<file path="config.mk">
export PLATFORM = sky130hd
export DESIGN_NAME = resync_replay_engine
export DESIGN_NICKNAME = d
export VERILOG_FILES = /design/src/rtl/resync_replay_engine.sv
export SDC_FILE = /design/constraint.sdc
export NUM_CORES = 1
export LEC_CHECK = 0
export ABC_AREA = 1
export BUFFER_PORTS_ARGS = -buffer_cell sky130_fd_sc_hd__buf_2
export CAP_MARGIN = 10
export CORE_MARGIN = 2
export CORE_UTILIZATION = 30
export DETAILED_ROUTE_END_ITERATION = 12
export GPL_TIMING_DRIVEN = 0
export PLACE_DENSITY_LB_ADDON = 0.12
export REMOVE_ABC_BUFFERS = 1
export SYNTH_ARGS = -nofsm -noshare
export SYNTH_HDL_FRONTEND = slang
export SYNTH_SLANG_ARGS = --single-unit
</file>
<file path="constraint.sdc">
create_clock -name clk -period 3.3 [get_ports clk]
set_input_delay 0.33 -clock clk [delete_from_list [all_inputs] [get_ports clk]]
set_output_delay 0.33 -clock clk [all_outputs]
set_load 0.1 [all_outputs]
</file>
<file path="src/rtl/resync_replay_engine.sv">
// resync_replay_engine
//   Replays trail entries [start_idx, trail_height) to the PSE/VDE resync ports.
//   On start: one-cycle clear_shadows/fifo_flush pulse, then reads are issued to
//   the trail RAM (latency RD_LAT), returns flow through a valid shift pipeline
//   into a skid FIFO whose head drives a valid/ready stream. Reads are credit
//   limited so the FIFO can never overflow. A replay may be aborted.
//
// Ports
//   clk, rst_n                  clock, async active-low reset
//   start/abort                 control from the solver core FSM
//   start_idx/trail_height      replay range, latched on accepted start
//   busy/done/done_aborted      status; done is a one-cycle pulse
//   clear_shadows/fifo_flush    one-cycle pulses at the start of a replay
//   trail_rd_en/idx, trail_rd_var/value   trail RAM read port
//   resync_valid/ready/var/value/last     output stream
//
// Optional feature: define RESYNC_STATS_EN to add stat_cycles / stat_stalls.
module resync_replay_engine #(
  parameter int VAR_W      = 32,
  parameter int IDX_W      = 16,
  parameter int RD_LAT     = 1,
  parameter int FIFO_DEPTH = 4
) (
  input  logic             clk,
  input  logic             rst_n,
  input  logic             start,
  input  logic             abort,
  input  logic [IDX_W-1:0] start_idx,
  input  logic [IDX_W-1:0] trail_height,
  output logic             busy,
  output logic             done,
  output logic             done_aborted,
  output logic             clear_shadows,
  output logic             fifo_flush,
  output logic             trail_rd_en,
  output logic [IDX_W-1:0] trail_rd_idx,
  input  logic [VAR_W-1:0] trail_rd_var,
  input  logic             trail_rd_value,
  output logic             resync_valid,
  input  logic             resync_ready,
  output logic [VAR_W-1:0] resync_var,
  output logic             resync_value,
  output logic             resync_last
`ifdef RESYNC_STATS_EN
  ,
  output logic [31:0]      stat_cycles,
  output logic [31:0]      stat_stalls
`endif
);

  localparam int PTR_W = (FIFO_DEPTH > 1) ? $clog2(FIFO_DEPTH) : 1;
  localparam int CNT_W = $clog2(FIFO_DEPTH + 1);

  typedef enum logic [1:0] {IDLE, CLEAR, REPLAY, DONE} state_t;

  typedef struct packed {
    logic [VAR_W-1:0] data;
    logic             value;
    logic             last;
  } entry_t;

  state_t state_q, state_d;

  logic [IDX_W-1:0] rd_ptr, end_ptr;
  logic             empty_q, aborted_q;
  logic [CNT_W-1:0] used;      // reads in flight + FIFO occupancy
  logic [CNT_W-1:0] cnt;       // FIFO occupancy
  logic [PTR_W-1:0] wr_ptr, hd_ptr;
  entry_t           mem [FIFO_DEPTH];
  entry_t           head;

  logic rd_en, rd_last, ret_vld, ret_last, push, pop, abort_take, kill;

  assign abort_take = abort && (state_q == CLEAR || state_q == REPLAY);
  // CLEAR and abort both empty the FIFO and drop anything still in flight.
  assign kill       = (state_q == CLEAR) || abort_take;

  assign rd_en   = (state_q == REPLAY) && !abort && (rd_ptr < end_ptr) &&
                   (used < CNT_W'(FIFO_DEPTH));
  assign rd_last = (rd_ptr == end_ptr - IDX_W'(1));

  // Return path: valid/last travel alongside the RAM access, data is taken
  // straight from the RAM port when the valid reaches the end.
  generate
    if (RD_LAT == 0) begin : g_lat0
      assign ret_vld  = rd_en;
      assign ret_last = rd_last;
    end else begin : g_lat
      logic [RD_LAT:1] vld_pipe, last_pipe;
      always_ff @(posedge clk or negedge rst_n) begin
        if (!rst_n) begin
          vld_pipe  <= '0;
          last_pipe <= '0;
        end else if (kill) begin
          vld_pipe  <= '0;
          last_pipe <= '0;
        end else begin
          vld_pipe[1]  <= rd_en;
          last_pipe[1] <= rd_last;
          for (int k = 2; k <= RD_LAT; k++) begin
            vld_pipe[k]  <= vld_pipe[k-1];
            last_pipe[k] <= last_pipe[k-1];
          end
        end
      end
      assign ret_vld  = vld_pipe[RD_LAT];
      assign ret_last = last_pipe[RD_LAT];
    end
  endgenerate

  assign push = ret_vld && (state_q == REPLAY) && !abort;
  assign head = mem[hd_ptr];

  assign resync_valid = (cnt != '0);
  assign pop          = resync_valid && resync_ready;
  assign resync_var   = resync_valid ? head.data  : '0;
  assign resync_value = resync_valid && head.value;
  assign resync_last  = resync_valid && head.last;

  assign busy          = (state_q != IDLE);
  assign done          = (state_q == DONE);
  assign done_aborted  = (state_q == DONE) && aborted_q;
  assign clear_shadows = (state_q == CLEAR);
  assign fifo_flush    = (state_q == CLEAR);
  assign trail_rd_en   = rd_en;
  assign trail_rd_idx  = rd_en ? rd_ptr : '0;

  // FSM
  always_ff @(posedge clk or negedge rst_n) begin
    if (!rst_n) state_q <= IDLE;
    else        state_q <= state_d;
  end

  always_comb begin
    state_d = state_q;
    case (state_q)
      IDLE:   if (start) state_d = CLEAR;
      CLEAR:  state_d = abort ? DONE : REPLAY;
      REPLAY: if (abort || empty_q || (pop && head.last)) state_d = DONE;
      DONE:   state_d = IDLE;
      default: state_d = IDLE;
    endcase
  end

  // Range pointers and replay flags
  always_ff @(posedge clk or negedge rst_n) begin
    if (!rst_n) begin
      rd_ptr    <= '0;
      end_ptr   <= '0;
      empty_q   <= 1'b0;
      aborted_q <= 1'b0;
    end else begin
      if (state_q == IDLE && start) begin
        rd_ptr    <= start_idx;
        end_ptr   <= trail_height;
        empty_q   <= !(start_idx < trail_height);
        aborted_q <= 1'b0;
      end else if (rd_en) begin
        rd_ptr <= rd_ptr + IDX_W'(1);
      end
      if (abort_take) aborted_q <= 1'b1;
    end
  end

  // Credit counter and FIFO control
  always_ff @(posedge clk or negedge rst_n) begin
    if (!rst_n) begin
      used   <= '0;
      cnt    <= '0;
      wr_ptr <= '0;
      hd_ptr <= '0;
    end else if (kill) begin
      used   <= '0;
      cnt    <= '0;
      wr_ptr <= '0;
      hd_ptr <= '0;
    end else begin
      used <= used + CNT_W'(rd_en) - CNT_W'(pop);
      cnt  <= cnt + CNT_W'(push) - CNT_W'(pop);
      if (push) wr_ptr <= wr_ptr + PTR_W'(1);
      if (pop)  hd_ptr <= hd_ptr + PTR_W'(1);
    end
  end

  // Storage needs no reset: the outputs are masked by resync_valid.
  always_ff @(posedge clk) begin
    if (push) mem[wr_ptr] <= '{data: trail_rd_var, value: trail_rd_value, last: ret_last};
  end

`ifdef RESYNC_STATS_EN
  always_ff @(posedge clk or negedge rst_n) begin
    if (!rst_n) begin
      stat_cycles <= '0;
      stat_stalls <= '0;
    end else if (state_q == IDLE && start) begin
      stat_cycles <= '0;
      stat_stalls <= '0;
    end else begin
      if (busy && stat_cycles != '1) stat_cycles <= stat_cycles + 32'd1;
      if (resync_valid && !resync_ready && stat_stalls != '1)
        stat_stalls <= stat_stalls + 32'd1;
    end
  end
`endif

endmodule

</file>
# Word-level counts from Yosys, hierarchy flattened
# Memory sizes are Yosys's and may differ from the RTL's.
# Index checks and enable logic that the tools add are counted.
# word_totals
register_bits	48
word_cells	75
input_bits	70
n_memories	1
out_inout_bits	57
ram_bits	136
# classes
add_sub_neg	8
n_reduce_logical	26
eq_ne	6
muxes	20
order_cmp	3
# mem_list
memory	words	width	read_ports	rd_ports_with_merged_regs	write_ports	line	source
mem	4	34	1	0	1	69	entry_t mem [FIFO_DEPTH];
# op_table
op	n
2-to-1 mux 16 bit	3
< comparator 16 bit	2
2-to-1 mux 32 bit	1
adder 16 x 1 -> 16 bit, second input constant	1
== test 16 bit	1
subtractor 16 x 1 -> 16 bit, second input constant	1
logical AND 1 bit	12
2-to-1 mux 2 bit	6
nonzero test 2 bit	5
one-hot mux 2 bit (4 select lines)	1
2-to-1 mux 1 bit	7
adder 3 x 1 -> 3 bit	2
2-to-1 mux 3 bit	2
subtractor 3 x 1 -> 3 bit	2
adder 2 x 1 -> 2 bit, second input constant	2
== test 2 bit, second input constant	2
logical OR 1 bit	4
< comparator 3 bit, second input constant	1
nonzero test 3 bit	1
== test 2 x 1 -> 1 bit, second input constant	1
logical NOT 1 bit	2
logical NOT 2 bit	1
!= test 2 x 1 -> 1 bit, second input constant	1
!= test 2 bit, second input constant	1
AND reduction 2 bit	1

# Depth between registers and ports, before layout
# Gate-level depths: netlist (run 1).
# logic_depth
ltp_word	7
ltp_mapped	16

# Worst setup path after synthesis (run 1)
# No wires, ideal clock.
# synth_path
path_type	register -> output
start	reg cnt[1]
end	out resync_var[22]
stages_incl_launch_ff	6
arrival_time_ps	3192
required_time_ps	2970
slack_ps	-222
cell_sequence	dfrtp_1 nor2_1 nand2_1 clkinv_1 clkbuf_1 a21oi_1
# synth_via
elab_chain_cells	2
# synth_rtl
item	line	source
from (decl)	67	logic [CNT_W-1:0] cnt;
from (signal assigned)	179	cnt <= cnt + CNT_W'(push) - CNT_W'(pop);
nonzero test 3 bit	114	assign resync_valid = (cnt != '0);
via resync_valid	39	output logic resync_valid,
2-to-1 mux 32 bit	116	assign resync_var = resync_valid ? head.data : '0;
to (decl)	41	output logic [VAR_W-1:0] resync_var,
# The timed path passes the listed nets, and every way through them passes these cells.

# Worst setup path after layout (run 1)
# layout_path
start	reg end_ptr[5]
end	out trail_rd_idx[15]
# layout_via
elab_chain_cells	4
# layout_rtl
item	line	source
from (decl)	64	logic [IDX_W-1:0] rd_ptr, end_ptr;
from (signal assigned)	155	end_ptr <= trail_height;
< comparator 16 bit	78	assign rd_en = (state_q == REPLAY) && !abort && (rd_ptr < end_ptr) &&
logical AND 1 bit (2 in series)	78	
2-to-1 mux 16 bit	126	assign trail_rd_idx = rd_en ? rd_ptr : '0;
to (decl)	36	output logic [IDX_W-1:0] trail_rd_idx,
# No other way between the ends.

==> results of run 1 <==
-- flip-flops by register name (all words and copies together) (netlist names) --
name             cells
mem                136
end_ptr             16
rd_ptr              16
cnt                  3
used                 3
hd_ptr               2
state_q              2
wr_ptr               2
aborted_q            1
empty_q              1
g_lat.last_pipe      1
g_lat.vld_pipe       1
-- layer usage --
layer | track usage [%] | vias up
met5 | 0 | -
met3 | 2.162 | 15
met2 | 25.51 | 118
met4 | 3.871 | 0
met1 | 18.95 | 3235
li1 | - | 3573
-- cell type report --
cell class,instances,area [µm²]
Fill cell,3154,19450
Sequential cell,184,5288
Multi-Input combinational cell,680,3508
Timing Repair Buffer,135,843.3
Tap cell,396,495.5
Clock buffer,17,425.4
Inverter,100,381.6
Clock inverter,15,195.2
-- worst max-delay path: stages, from the launching register on --
cell      delay, ps
dfrtp_1         500
inv_1            70
ha_1            300
a21oi_1         140
nor2_1           50
a211oi_1        160
nand2_1         110
nand2_1         110
nand2_4         260
nor2_1          220
clkbuf_4        360
-- through the flow --
step / util, % / area, µm² / TNS (ps)
floorplan: - / 9135 / -21120
global placement: 33.54 / 10260 / -211550
detailed placement: 34.11 / 10430 / 0
CTS: 36.16 / 11060 / 0
global route: 36.41 / 11140 / 0
finish: 36.41 / 11140 / 0
-- cell families (layout without fill, tap and decap cells) --
group                      after synthesis  in the layout  synth area share (%)
AOI/OAI and AO/OA                      170            170                 9.412
adders and majority gates               48             48                 6.606
buffers and inverters                  140            267                 6.015
and+or+nand+nor                        444            444                 19.56
xor gates and xnor gates                18             18                 1.692
DFF                                    184            184                 56.71
-- how the worst min path moves through the flow --
stage	startpoint	endpoint	slack (ps)	cells after the start
6_report	trail_rd_var[0]	mem[1][2]	100	1
5_1_grt	trail_rd_var[14]	mem[1][16]	80	1
4_1_cts	trail_rd_var[0]	mem[1][2]	80	1
3_5_place_dp	g_lat.last_pipe	mem[3][0]	480	0
3_3_place_gp	aborted_q	aborted_q	480	2
2_1_floorplan	rst_n	aborted_q	30	0
-- repair_timing --
action / CTS / global route
gates resized for setup: 2 / 18
pin swaps: 0 / 0
setup endpoints to repair: 51 / 22
hold buffers: 0 / 1
endpoints found under the hold margin: 0 / 11
-- synthesized netlist by cell type, types with 2 or more instances --
library cell / n / area, µm²
dfrtp_1: 48 / 1201
edfxtp_1: 136 / 4084
a31oi_1: 3 / 18.77
nor3_1: 11 / 55.05
o31ai_1: 3 / 22.52
xnor2_1: 5 / 43.79
buf_4: 4 / 30.03
nor2_2: 7 / 43.79
nand2_2: 6 / 37.54
a21oi_1: 53 / 265.3
fa_1: 2 / 40.04
ha_1: 46 / 575.6
buf_1: 2 / 7.510
xor2_1: 13 / 113.9
nand3_1: 48 / 240.2
o21ai_0: 97 / 485.5
nor2_1: 195 / 732.0
clkbuf_1: 24 / 90.09
inv_2: 8 / 30.03
nor2_4: 2 / 22.52
buf_2: 9 / 45.04
nand4_1: 7 / 43.79
nand2_1: 165 / 619.3
o21ai_1: 8 / 40.04
o21a_1: 2 / 15.01
inv_1: 90 / 337.8
==> results.sh, run 1 <==
export IMPL_num_vias=6941
export IMPL_clock_sinks=184
export IMPL_worst_hold_slack_ps=95.59
export IMPL_dr_wl_met3_um=620
export IMPL_status="completed"
export IMPL_grt_pass1_vias=6889
export IMPL_antenna_cells=0
export IMPL_rrSetupSlack_ps=430
export IMPL_place_inst=1493
export IMPL_fin_crit_ps=3074
export IMPL_viasPerCell=4.546
export IMPL_netlist_area_um2=9319
export IMPL_initial_core_util_pct=30.46
export IMPL_crit_path_start_kind="flop"
export IMPL_layout_commonest_cell="nor2_1"
export IMPL_hp_class="in -> reg"
export IMPL_maxCapViolCount=0
export IMPL_cts_buffers=17
export IMPL_crit_arrival_ps=2740
export IMPL_antenna_found_initial=0
export IMPL_synthArstFlopShare_pct=26.09
export IMPL_crit_end="trail_rd_idx[15]"
export IMPL_endpoint_kind="output port"
export IMPL_global_route_usage_total_pct=14.62
export IMPL_dpl_worst_slack_ps=189.8
export IMPL_fin_ws_ps=225.9
export IMPL_fmax_ghz=0.3253
export IMPL_grt_pass1_wl_mm=37.23
export IMPL_synth_edf_count=136
export IMPL_ys_ff_latch=184
export IMPL_wl_per_cell_um=15.15
export IMPL_die_area_um2=32490
export IMPL_rsz0062_at_grt="false"
export IMPL_worstReg2RegStart="state_q[0]"
export IMPL_postCtsSetupBuffers=0
export IMPL_clk_latency_ps=440
export IMPL_ios=127
export IMPL_fin_crit_sh_pct=93.16
export IMPL_drive_gt1_share_pct=17.60
export IMPL_worstReg2RegEnd="rd_ptr[6]"
export IMPL_max_slew_margin_pct=23.63
export IMPL_skew_ps=19.61
export IMPL_crit_path_max_fanout=35
export IMPL_dp_hpwl_mm=15.45
export IMPL_synth_cell_types=36
export IMPL_antenna_left=0
export IMPL_htree_levels=4
export IMPL_hold_viol=0
export IMPL_drtPass1Iterations=6
export IMPL_synthCells=1004
export IMPL_place_congestion=0.7337
export IMPL_rows=64
export IMPL_drc=0
export IMPL_finalMaxSlewViolations=0
export IMPL_wl_met1_mm=10.89
export IMPL_tightest_slew_ps=1141
export IMPL_grt_max_degree=70
export IMPL_num_nets_final=1236
export IMPL_core_um2=30590
export IMPL_drt_iter0_markers=294
export IMPL_clkTransAtPathRegs_ps=80
export IMPL_routed_wl_met2_mm=11.39
export IMPL_clock_root_buffer="clkbuf_16"
export IMPL_stdcell_count=1527
export IMPL_portBuffers=126
export IMPL_yosysSeqAreaShare_pct=56.71
export IMPL_rr_worst_depth=7
export IMPL_die_w_um=180.2
export IMPL_crit_type="reg -> out"
export IMPL_routed_top_layer="met4"
export IMPL_yosys_warnings=0
export IMPL_clk_path_buf_depth=2
export IMPL_setup_viol=0
export IMPL_routed_wl_mm=23.14
export IMPL_synth_avg_cell_area_um2=9.282
export IMPL_final_cell_mix="nor2_1 (191), nand2_1 (165), edfxtp_1 (136), buf_2 (109), o21ai_0 (97)"
export IMPL_crit_required_ps=2970
export IMPL_cts_tree="done"
export IMPL_crit_start="end_ptr[5]"
export IMPL_syn_to_final_growth_pct=19.51
export IMPL_synth_flop_cell="edfxtp_1"
export IMPL_die_h_um=180.2
export IMPL_gr_total_overflow=0
Power of run 1 is not shown: default switching activity piles up to over one toggle a cycle in this logic, so the estimate is an artifact.
==> run 2, diff against run 1 <==
Settings changed: CORE_ASPECT_RATIO from default to 1.25.
==> results.sh, run 2 (synthesized netlist as in run 1, its figures left out) <==
export IMPL_clk_latency_ps=430
export IMPL_hp_class="in -> reg"
export IMPL_path_delay_family="buffers and inverters"
export IMPL_num_vias=6987
export IMPL_cts_tree="done"
export IMPL_worstReg2RegStart="state_q[0]"
export IMPL_crit_required_ps=2970
export IMPL_fin_area_um2=11120
export IMPL_setup_viol=0
export IMPL_cts_buffers=17
export IMPL_syn_to_final_growth_pct=19.31
export IMPL_crit_path_max_fanout=37
export IMPL_path_buf_inv=2
export IMPL_path_cells="inv_2 -> nor2_1 -> o21ai_0 -> a21oi_1 -> buf_2"
export IMPL_endpoint_kind="output port"
export IMPL_viasPerCell=4.555
export IMPL_fin_ws_ps=273.3
export IMPL_routed_wl_met2_mm=12.00
export IMPL_wl_per_cell_um=14.98
export IMPL_largest_reg_flops=136
export IMPL_fin_crit_sh_pct=91.72
export IMPL_drc=0
export IMPL_fin_crit_ps=3027
export IMPL_clk_path_buf_depth=2
export IMPL_postCtsSetupBuffers=0
export IMPL_layout_commonest_cell="nor2_1"
export IMPL_antenna_found_initial=0
export IMPL_die_area_um2=32500
export IMPL_skew_ps=12.34
export IMPL_clock_sinks=184
export IMPL_final_cell_mix="nor2_1 (191), nand2_1 (165), edfxtp_1 (136), buf_2 (109), o21ai_0 (97)"
export IMPL_global_route_usage_total_pct=14.57
export IMPL_wl_met1_mm=9.986
export IMPL_drt_iter0_markers=218
export IMPL_drive_gt1_share_pct=17.39
export IMPL_portBuffers=126
export IMPL_crit_type="reg -> out"
export IMPL_initial_core_util_pct=30.25
export IMPL_crit_path_start_kind="flop"
export IMPL_place_congestion=0.7676
export IMPL_regMostFlops="mem"
export IMPL_rsz0062_at_grt="false"
export IMPL_finalMaxSlewViolations=0
export IMPL_routed_top_layer="met4"
export IMPL_clkTransAtPathRegs_ps=70
export IMPL_grt_max_degree=70
export IMPL_status="completed"
export IMPL_ios=127
export IMPL_htree_levels=4
export IMPL_stdcell_count=1534
export IMPL_die_w_um=161.6
export IMPL_grt_pass1_vias=7004
export IMPL_antenna_cells=0
export IMPL_die_h_um=201.1
export IMPL_fmax_ghz=0.3304
export IMPL_maxCapViolCount=0
export IMPL_antenna_left=0
export IMPL_drtPass1Iterations=4
export IMPL_tightest_slew_ps=1161
export IMPL_max_slew_margin_pct=22.31
export IMPL_setup_tns_ps=0
export IMPL_grt_pass1_wl_mm=36.54
export IMPL_hold_viol=0
export IMPL_clock_root_buffer="clkbuf_16"
export IMPL_max_stage_delay_ps=770
export IMPL_routed_wl_mm=22.98
export IMPL_num_nets_final=1234
export IMPL_dpl_worst_slack_ps=178.8
export IMPL_hold_path_startpoint="trail_rd_var[15]"
export IMPL_gr_total_overflow=0
export IMPL_dr_wl_met3_um=782
export IMPL_top_regs="mem: 136 flops, end_ptr: 16 flops, rd_ptr: 16 flops"
export IMPL_place_area_um2=10410
export IMPL_crit_start="hd_ptr[1]"
export IMPL_crit_arrival_ps=2700
export IMPL_rows=72
export IMPL_place_inst=1502
export IMPL_core_um2=30810
export IMPL_worst_path_max_delay_cell="dfrtp_4"
export IMPL_dp_hpwl_mm=15.06
==> run 2: final cells by class <==
cell class	count	area, µm²
well taps	407	509.2
multi-input cells	680	3508
inverters	100	380.4
clock buffers	18	429.2
fillers	3254	19690
repair buffers	133	803.3
clock inverters	12	196.4
flip-flops and latches	184	5291
==> run 2: metal layers <==
| layer | global-route usage [%] | vias up |
|---|---|---|
| met5 | 0 | - |
| met3 | 2.955 | 9 |
| met4 | 3.887 | 0 |
| li1 | - | 3558 |
| met2 | 27.01 | 117 |
| met1 | 16.97 | 3303 |
==> run 2: worst paths after layout <==
path | to | slack (ps) | cells after the start
max in group asynchronous | rd_ptr[5] | 2310 | 3
worst max register to register | rd_ptr[5] | 420 | 7
worst min register to register | aborted_q | 470 | 2
worst min-delay path | mem[1][17] | 120 | 1
worst max-delay path | resync_var[10] | 270 | 5
min in group asynchronous | empty_q | 430 | 2
==> run 2: what timing repair did <==
| item | in CTS | in global routing |
|---|---|---|
| cloned | 0 | 0 |
| endpoints found under the hold margin | 0 | 22 |
| hold buffers | 0 | 1 |
| endpoints found under the setup margin | 51 | 17 |
| gates resized for setup | 3 | 20 |
==> run 2: through the flow <==
stage | utilization, % | hold WS (ps)
finish | 36.09 | 116.9
global route | 36.09 | 92.19
detailed placement | 33.78 | 463.1
global placement | 33.35 | 462.9
CTS | 35.85 | 87.42
floorplan | - | 34.41
==> run 2: worst register-to-register path, cell delays in order (launching register included) <==
cell and delay (ps):
dfrtp_1 390, inv_1 110, ha_1 230, nand2_2 820
inv_1 730, o31ai_1 380, nand2_1 80, nand2_1 80
Power of run 2 is left out for the same reason.
